File: src/rtl/mem_arb_pkg.sv
// Shared constants and types for the unified-memory arbiter.
// Owner encoding is used both for the round-robin pointer and the read-return tag.
package mem_arb_pkg;

   localparam int ADDR_W_DEF = 32;
   localparam int DATA_W_DEF = 32;
   localparam int STREAK_W   = 4;

   localparam logic OWNER_I = 1'b0;
   localparam logic OWNER_D = 1'b1;

   typedef struct packed {
      logic valid;
      logic owner;
   } rd_tag_t;

endpackage

File: src/rtl/mem_arb_rdret.sv
// Read-return path: remembers who issued last cycle's read and steers the
// memory's one-cycle-latency data to that requester, holding it afterwards.
module mem_arb_rdret
   import mem_arb_pkg::*;
#(
   parameter int DATA_W = DATA_W_DEF
)(
   input  logic                   clk,
   input  logic                   rst,
   input  logic                   i_issue,
   input  logic                   i_owner,
   input  logic [DATA_W-1:0]      i_m_r_data,
   output logic [1:0]             o_r_valid,
   output logic [1:0][DATA_W-1:0] o_r_data
);

   rd_tag_t                r_tag;
   logic [1:0][DATA_W-1:0] r_hold;
   logic [1:0]             w_ret;

   always_ff @(posedge clk) begin
      if (rst) begin
         r_tag  <= '0;
         r_hold <= '0;
      end else begin
         r_tag <= '{valid: i_issue, owner: i_owner};
         for (int k = 0; k < 2; k++) begin
            if (w_ret[k]) begin
               r_hold[k] <= i_m_r_data;
            end
         end
      end
   end

   // While reset is high a tag left over from the previous cycle must not
   // produce a return, and the visible data is forced to zero.
   for (genvar gi = 0; gi < 2; gi++) begin : g_owner
      assign w_ret[gi]     = r_tag.valid & (r_tag.owner == 1'(gi)) & ~rst;
      assign o_r_valid[gi] = w_ret[gi];
      assign o_r_data[gi]  = rst ? '0 : (w_ret[gi] ? i_m_r_data : r_hold[gi]);
   end

endmodule

File: src/rtl/mem_arbiter.sv
// Arbitrates the core's instruction and data buses onto one memory instance.
// Grant is combinational in the request cycle; read data returns one cycle later.
module mem_arbiter
   import mem_arb_pkg::*;
#(
   parameter int ADDR_W     = ADDR_W_DEF,
   parameter int DATA_W     = DATA_W_DEF,
   parameter int DATA_PRIO  = 1,
   parameter int MAX_STREAK = 4
)(
   input  logic              clk,
   input  logic              rst,
   input  logic              i_r_en,
   input  logic [ADDR_W-1:0] i_r_addr,
   input  logic              i_w_en,
   input  logic [ADDR_W-1:0] i_w_addr,
   input  logic [DATA_W-1:0] i_w_data,
   output logic              i_gnt,
   output logic              i_r_valid,
   output logic [DATA_W-1:0] i_r_data,
   input  logic              d_r_en,
   input  logic [ADDR_W-1:0] d_r_addr,
   input  logic              d_w_en,
   input  logic [ADDR_W-1:0] d_w_addr,
   input  logic [DATA_W-1:0] d_w_data,
   output logic              d_gnt,
   output logic              d_r_valid,
   output logic [DATA_W-1:0] d_r_data,
   output logic              m_r_en,
   output logic [ADDR_W-1:0] m_r_addr,
   input  logic [DATA_W-1:0] m_r_data,
   output logic              m_w_en,
   output logic [ADDR_W-1:0] m_w_addr,
   output logic [DATA_W-1:0] m_w_data
);

   logic                   w_i_req;
   logic                   w_d_req;
   logic                   w_contest;
   logic                   w_i_gnt;
   logic                   w_d_gnt;
   logic                   r_rr_ptr;
   logic                   w_rr_ptr_next;
   logic [STREAK_W-1:0]    r_streak;
   logic [STREAK_W-1:0]    w_streak_next;
   logic [1:0]             w_rd_valid;
   logic [1:0][DATA_W-1:0] w_rd_data;

   assign w_i_req   = i_r_en | i_w_en;
   assign w_d_req   = d_r_en | d_w_en;
   assign w_contest = w_i_req & w_d_req;

   always_comb begin : arb
      w_i_gnt = 1'b0;
      w_d_gnt = 1'b0;
      if (!rst) begin
         if (w_contest) begin
            if (DATA_PRIO != 0) begin
               if (r_streak < STREAK_W'(MAX_STREAK)) begin
                  w_d_gnt = 1'b1;
               end else begin
                  w_i_gnt = 1'b1;
               end
            end else if (r_rr_ptr == OWNER_D) begin
               w_d_gnt = 1'b1;
            end else begin
               w_i_gnt = 1'b1;
            end
         end else begin
            w_i_gnt = w_i_req;
            w_d_gnt = w_d_req;
         end
      end
   end

   // Pointer moves to the loser only on contested grants; uncontested data
   // grants leave the streak alone, any instruction grant clears it.
   always_comb begin : policy_next
      w_rr_ptr_next = r_rr_ptr;
      w_streak_next = r_streak;
      if (w_contest && w_d_gnt) begin
         w_rr_ptr_next = OWNER_I;
         if (DATA_PRIO != 0) begin
            w_streak_next = r_streak + STREAK_W'(1);
         end
      end
      if (w_contest && w_i_gnt) begin
         w_rr_ptr_next = OWNER_D;
      end
      if (w_i_gnt) begin
         w_streak_next = '0;
      end
   end

   always_ff @(posedge clk) begin
      if (rst) begin
         r_rr_ptr <= OWNER_I;
         r_streak <= '0;
      end else begin
         r_rr_ptr <= w_rr_ptr_next;
         r_streak <= w_streak_next;
      end
   end

   always_comb begin : mem_mux
      m_r_en   = 1'b0;
      m_r_addr = '0;
      m_w_en   = 1'b0;
      m_w_addr = '0;
      m_w_data = '0;
      if (w_d_gnt) begin
         m_r_en   = d_r_en;
         m_r_addr = d_r_addr;
         m_w_en   = d_w_en;
         m_w_addr = d_w_addr;
         m_w_data = d_w_data;
      end else if (w_i_gnt) begin
         m_r_en   = i_r_en;
         m_r_addr = i_r_addr;
         m_w_en   = i_w_en;
         m_w_addr = i_w_addr;
         m_w_data = i_w_data;
      end
   end

   mem_arb_rdret #(
      .DATA_W (DATA_W)
   ) u_rdret (
      .clk        (clk),
      .rst        (rst),
      .i_issue    (m_r_en),
      .i_owner    (w_d_gnt ? OWNER_D : OWNER_I),
      .i_m_r_data (m_r_data),
      .o_r_valid  (w_rd_valid),
      .o_r_data   (w_rd_data)
   );

   assign i_gnt     = w_i_gnt;
   assign d_gnt     = w_d_gnt;
   assign i_r_valid = w_rd_valid[OWNER_I];
   assign i_r_data  = w_rd_data[OWNER_I];
   assign d_r_valid = w_rd_valid[OWNER_D];
   assign d_r_data  = w_rd_data[OWNER_D];

endmodule

File: config.mk
export PLATFORM = sky130hd
export DESIGN_NAME = mem_arbiter
export DESIGN_NICKNAME = d
export VERILOG_FILES = /design/src/rtl/mem_arb_pkg.sv /design/src/rtl/mem_arb_rdret.sv /design/src/rtl/mem_arbiter.sv
export SDC_FILE = /design/constraint.sdc
export NUM_CORES = 1
export LEC_CHECK = 0
export CAP_MARGIN = 15
export CORE_AREA = 2 2 156 158
export CTS_BUF_LIST = sky130_fd_sc_hd__clkbuf_4 sky130_fd_sc_hd__clkbuf_8
export DETAILED_ROUTE_END_ITERATION = 6
export DIE_AREA = 0 0 158 160
export PLACE_DENSITY_LB_ADDON = 0.1
export SKIP_CTS_REPAIR_TIMING = 1
export SYNTH_ARGS = -nofsm -noshare
export SYNTH_HDL_FRONTEND = slang
export SYNTH_SLANG_ARGS = --single-unit
File: constraint.sdc
create_clock -name clk -period 1.5 [get_ports clk]
set_input_delay 0.3 -clock clk [delete_from_list [all_inputs] [get_ports clk]]
set_output_delay 0.3 -clock clk [all_outputs]
set_load 0.01 [all_outputs]
# == Yosys cells after proc, flatten, opt, wreduce, memory -nomap -nowiden ==
# Index checks and enable logic that the tools add are counted.
# word_totals
register_bits,70
latch_bits,0
ram_bits,0
romBits,0
inputBits,230
output_inout_bits,166
wordCells,39
n_memories,0
# op_classes
addsub,1
mul,0
div,0
order_cmp,1
n_eq_ne,0
shift,0
muxes,21
n_bitwise,9
n_reduce_logical,2
# ops
op,count
$mux W32,10
$mux W1,11
$and A1 B1 Y1,5
$add A4 B1 Y4 const B,1
$lt A4 B3 Y1 const B,1
$not A1 Y1,2
$or A1 B1 Y1,2
$reduce_or A2 Y1,1
$logic_and A1 B1 Y1,1

# == Logic depth before layout (Yosys ltp) ==
# Gate-level depths: netlist of run 1.
# depth
depth_word,6
mapped_depth,5
depth_no_buf,3

# == By module ==
# A second synthesis of run 1 with hierarchy kept.
# hier_totals
cells_unflattened,685
hier_area_um2,5778.0
# modules_own_cells
mod,instances,cells_per_inst,area_per_inst_um2
mem_arb_rdret,1,322,3433.3
mem_arbiter,1,363,2344.7

# == Least setup slack after synthesis of run 1 ==
# OpenSTA, ideal clock, no wires.
# synth_timing
path_type,register to output
start,register r_streak[3]
end,output m_r_addr[10]
arrival_time_ps,1278
required_ps,1200
slack_ps,-78
stages_incl_launch_ff,6
cell_sequence,dfxtp_1 > nor2_2 > o21ai_2 > buf_6 > buf_2 > o32ai_1
# synth_between
elab_chain_cells,6
elab_cells_between_ends,9
classes_between,1 x order compare; 8 x mux
# synth_rtl
element,line,rtl
"start, declared",mem_arbiter.sv:44,logic [STREAK_W-1:0] r_streak;
"start signal, assigned",mem_arbiter.sv:101,r_streak <= w_streak_next;
$lt A4 B3 Y1 (*),mem_arbiter.sv:59,if (r_streak < STREAK_W'(MAX_STREAK)) begin
$mux W1,mem_arbiter.sv:59,
$mux W1,mem_arbiter.sv:57,if (w_contest) begin
$mux W1,mem_arbiter.sv:56,if (!rst) begin
$mux W32,mem_arbiter.sv:117,end else if (w_i_gnt) begin
$mux W32 (*),mem_arbiter.sv:111,if (w_d_gnt) begin
"end, declared",mem_arbiter.sv:30,"output logic [ADDR_W-1:0] m_r_addr,"
# Mark *: on every way between the ends. The rest lies on a longest branch, timed or not.

# == Worst setup path in the final report of run 1 ==
# layout_timing
start,register r_streak[3]
end,output m_w_addr[11]
# layout_between
elab_chain_cells,6
elab_cells_between_ends,9
classes_between,1 x order compare; 8 x mux
# layout_rtl
element,line,rtl
$lt A4 B3 Y1 (*),mem_arbiter.sv:59,
$mux W1,mem_arbiter.sv:59,
$mux W1,mem_arbiter.sv:57,
$mux W1,mem_arbiter.sv:56,
$mux W32,mem_arbiter.sv:117,
$mux W32 (*),mem_arbiter.sv:111,
"end, declared",mem_arbiter.sv:33,"output logic [ADDR_W-1:0] m_w_addr,"
# Marked as above.

==> results of run 1 <==
flip-flops by register name, indices dropped and copies added (netlist names):
register,cells
u_rdret.r_hold,64
r_streak,4
u_rdret.r_tag,2
path summary, 6_finish.rpt:
path | cells after the start | startpoint | endpoint | slack [ns]
max | 6 | r_streak[3]$_SDFFE_PP0P_ | m_w_addr[11] | -0.56
min | 3 | d_r_en | u_rdret.r_tag[1]$_SDFF_PP0_ | 0.39
max reg2reg | 4 | r_streak[3]$_SDFFE_PP0P_ | r_streak[0]$_SDFFE_PP0P_ | 0.06
min reg2reg | 2 | u_rdret.r_hold[56]$_SDFF_PP0_ | u_rdret.r_hold[56]$_SDFF_PP0_ | 0.46
kinds of logic after synthesis:
| family | count (synthesis) | share of synthesized area |
|---|---|---|
| buffers and inverters | 170 | 0.146 |
| adder cells (fa/ha/maj) | 1 | 0.00256 |
| flip-flops | 70 | 0.287 |
| AND/OR/NAND/NOR | 246 | 0.245 |
| AO/OA/AOI/OAI | 236 | 0.319 |
cell type report:
| cell class | count | share of cell area |
|---|---|---|
| Tap cell | 324 | 0.0372 |
| Inverter | 98 | 0.0337 |
| Timing Repair Buffer | 524 | 0.471 |
| Multi-Input combinational cell | 483 | 0.302 |
| Antenna cell | 3 | 0.000689 |
| Clock inverter | 5 | 0.0118 |
| Sequential cell | 70 | 0.129 |
| Clock buffer | 11 | 0.0139 |
through the flow:
step	TNS [ns]	instance area, sq um	instances
finish	-71.83	10900	1518
detailed placement	-125.44	10300	1485
CTS	-153.37	10600	1501
floorplan	-4.01	5180	723
global route	-86.77	10900	1518
global placement	-125.88	10300	1485
power breakdown:
| group | internal, mW | switching [mW] | leakage, nW | total (mW) |
|---|---|---|---|---|
| registers | 1.94 | 0.0243 | 0.572 | 1.96 |
| clock network | 1.37 | 0.747 | 0.140 | 2.11 |
| logic | 1.43 | 1.07 | 4.99 | 2.49 |
per-layer routing:
layer  vias to the layer above  share of wire
met5                         -         0.0010
met3                        35          0.081
met2                       232           0.51
li1                       3399              -
met1                      3023           0.39
met4                         4          0.024
layout by cell type, fill, tap and decap left out, drive strengths merged:
master,instances
and2,1
a21oi,133
ha,1
nor2,8
o32ai,96
or4,1
diode,3
clkinv,1
nor2b,1
buf,156
clkbuf,73
nor3b,1
or2,3
nand2,132
o21ai,2
dlymetal6s2s,82
a31oi,2
dfxtp,70
bufinv,4
nand2b,97
nand4,2
o21a,3
clkdlybuf4s50,224
inv,98
critical path: stages (launching register included):
cell,delay [ns]
dfxtp_2,0.34
or2_4,0.26
o21ai_4,0.15
buf_12,0.17
buf_12,0.17
o32ai_2,0.09
dlymetal6s2s_1,0.22
==> metrics.yaml, run 1 <==
multi_input_area_sq_mm: 0.00329
insertion_delay_ns: 0.35
clkTransAtPathRegs_ns: 0.08
rows: 57
vdd_drop_max_uv: 492
utilization: 0.458
timing.final.max_slew_violations: 0
yosysUniqueCellTypes: 24
grt_use_met2: 0.321
fin_crit_sh: 1.38
synth-async-reset-ratio: 0
syn-instance-count: 723
core_area_sq_mm: 0.0238
required_ns: 1.20
cts_buffers: 9
synth_area_leaders: "dfxtp_1, o32ai_1, a21oi_1"
htreeDepth: 3
status: "finished, violations left"
detail_route.wl_per_cell_um: 17.0
cts_tree: "done"
nFillCells: 2491
vias_per_cell: 4.41
maxCapViolations: 0
criticalPathCategory: "flop to output port"
ys_seq_area_frac: 0.287
grt_max_degree: 47
cts.sinks: 70
synth.most_common_cell: "a21oi_1"
syn_to_final_growth_pct: 123
antenna_left: 0
power.density_mw_per_mm2: 602
top_usage_layer: "met2"
syn-cell-area_sq_mm: 0.00489
syn_avg_cell_area_sq_um: 6.76
grt_pass1_wl_um: 36400
power_mw: 6.57
drive_above_1_share: 0.271
worst_pin_slew_ns: 0.304
crit_path_end_kind: "output port"
violations: "setup timing"
setup_violations: 166
synth-seq-cells: 70
grtUsageMet1: 0.213
synth_nets: 954
fin_nets: 1417
grt_pass1_vias: 6377
die_h_um: 160
dp_hpwl_um: 19600
first_iter_violations: 225
fin_crit_ns: 2.06
finClkSkew_ns: 0.00820
arrival_ns: 1.76
cts_root_buffer: "clkbuf_8"
crit_fanout: 17
synth_edf_count: 0
synth_top_flop_cell: "dfxtp_1"
met3_usage: 0.0624
hold_viol: 0
ios: 396
wirelength_um: 25800
die_area_sq_mm: 0.0253
yosys.area.top_type: "dfxtp_1"
rsz0062_at_grt: "yes"
fin_ws_ns: -0.564
yosysWarnings: 0
hp-class: "input port to flop"
grt-ovfl-total: 0
holdWs_ns: 0.387
place_congestion: 0.851
die_x_um: 158
relSlewSlack: 0.797
start_kind: "flop"
yosysTopAreaCellShare: 0.287
place_ws_ns: -1.06
synthTopCellsByCount: "a21oi_1, nand2_1, inv_1, nand2b_1, o32ai_1"
seqCellArea_sq_mm: 0.00141
fmax_mhz: 484
firstDrtPassIters: 4
grt.total_usage: 0.186
initial_core_util: 0.205
p_leak_nw: 5.70
antenna_found_initial: 5
portBuffers: 395
drc: 0
clockBufferDepth: 2
num_vias: 6693
Note: power is estimated with default switching activity, not from simulation.
==> run 2: changes to the inputs <==
Settings changed: SLEW_MARGIN from default to 5.
==> results of run 2 <==
No change in the layout: final DEF, timing and power equal those of run 1.
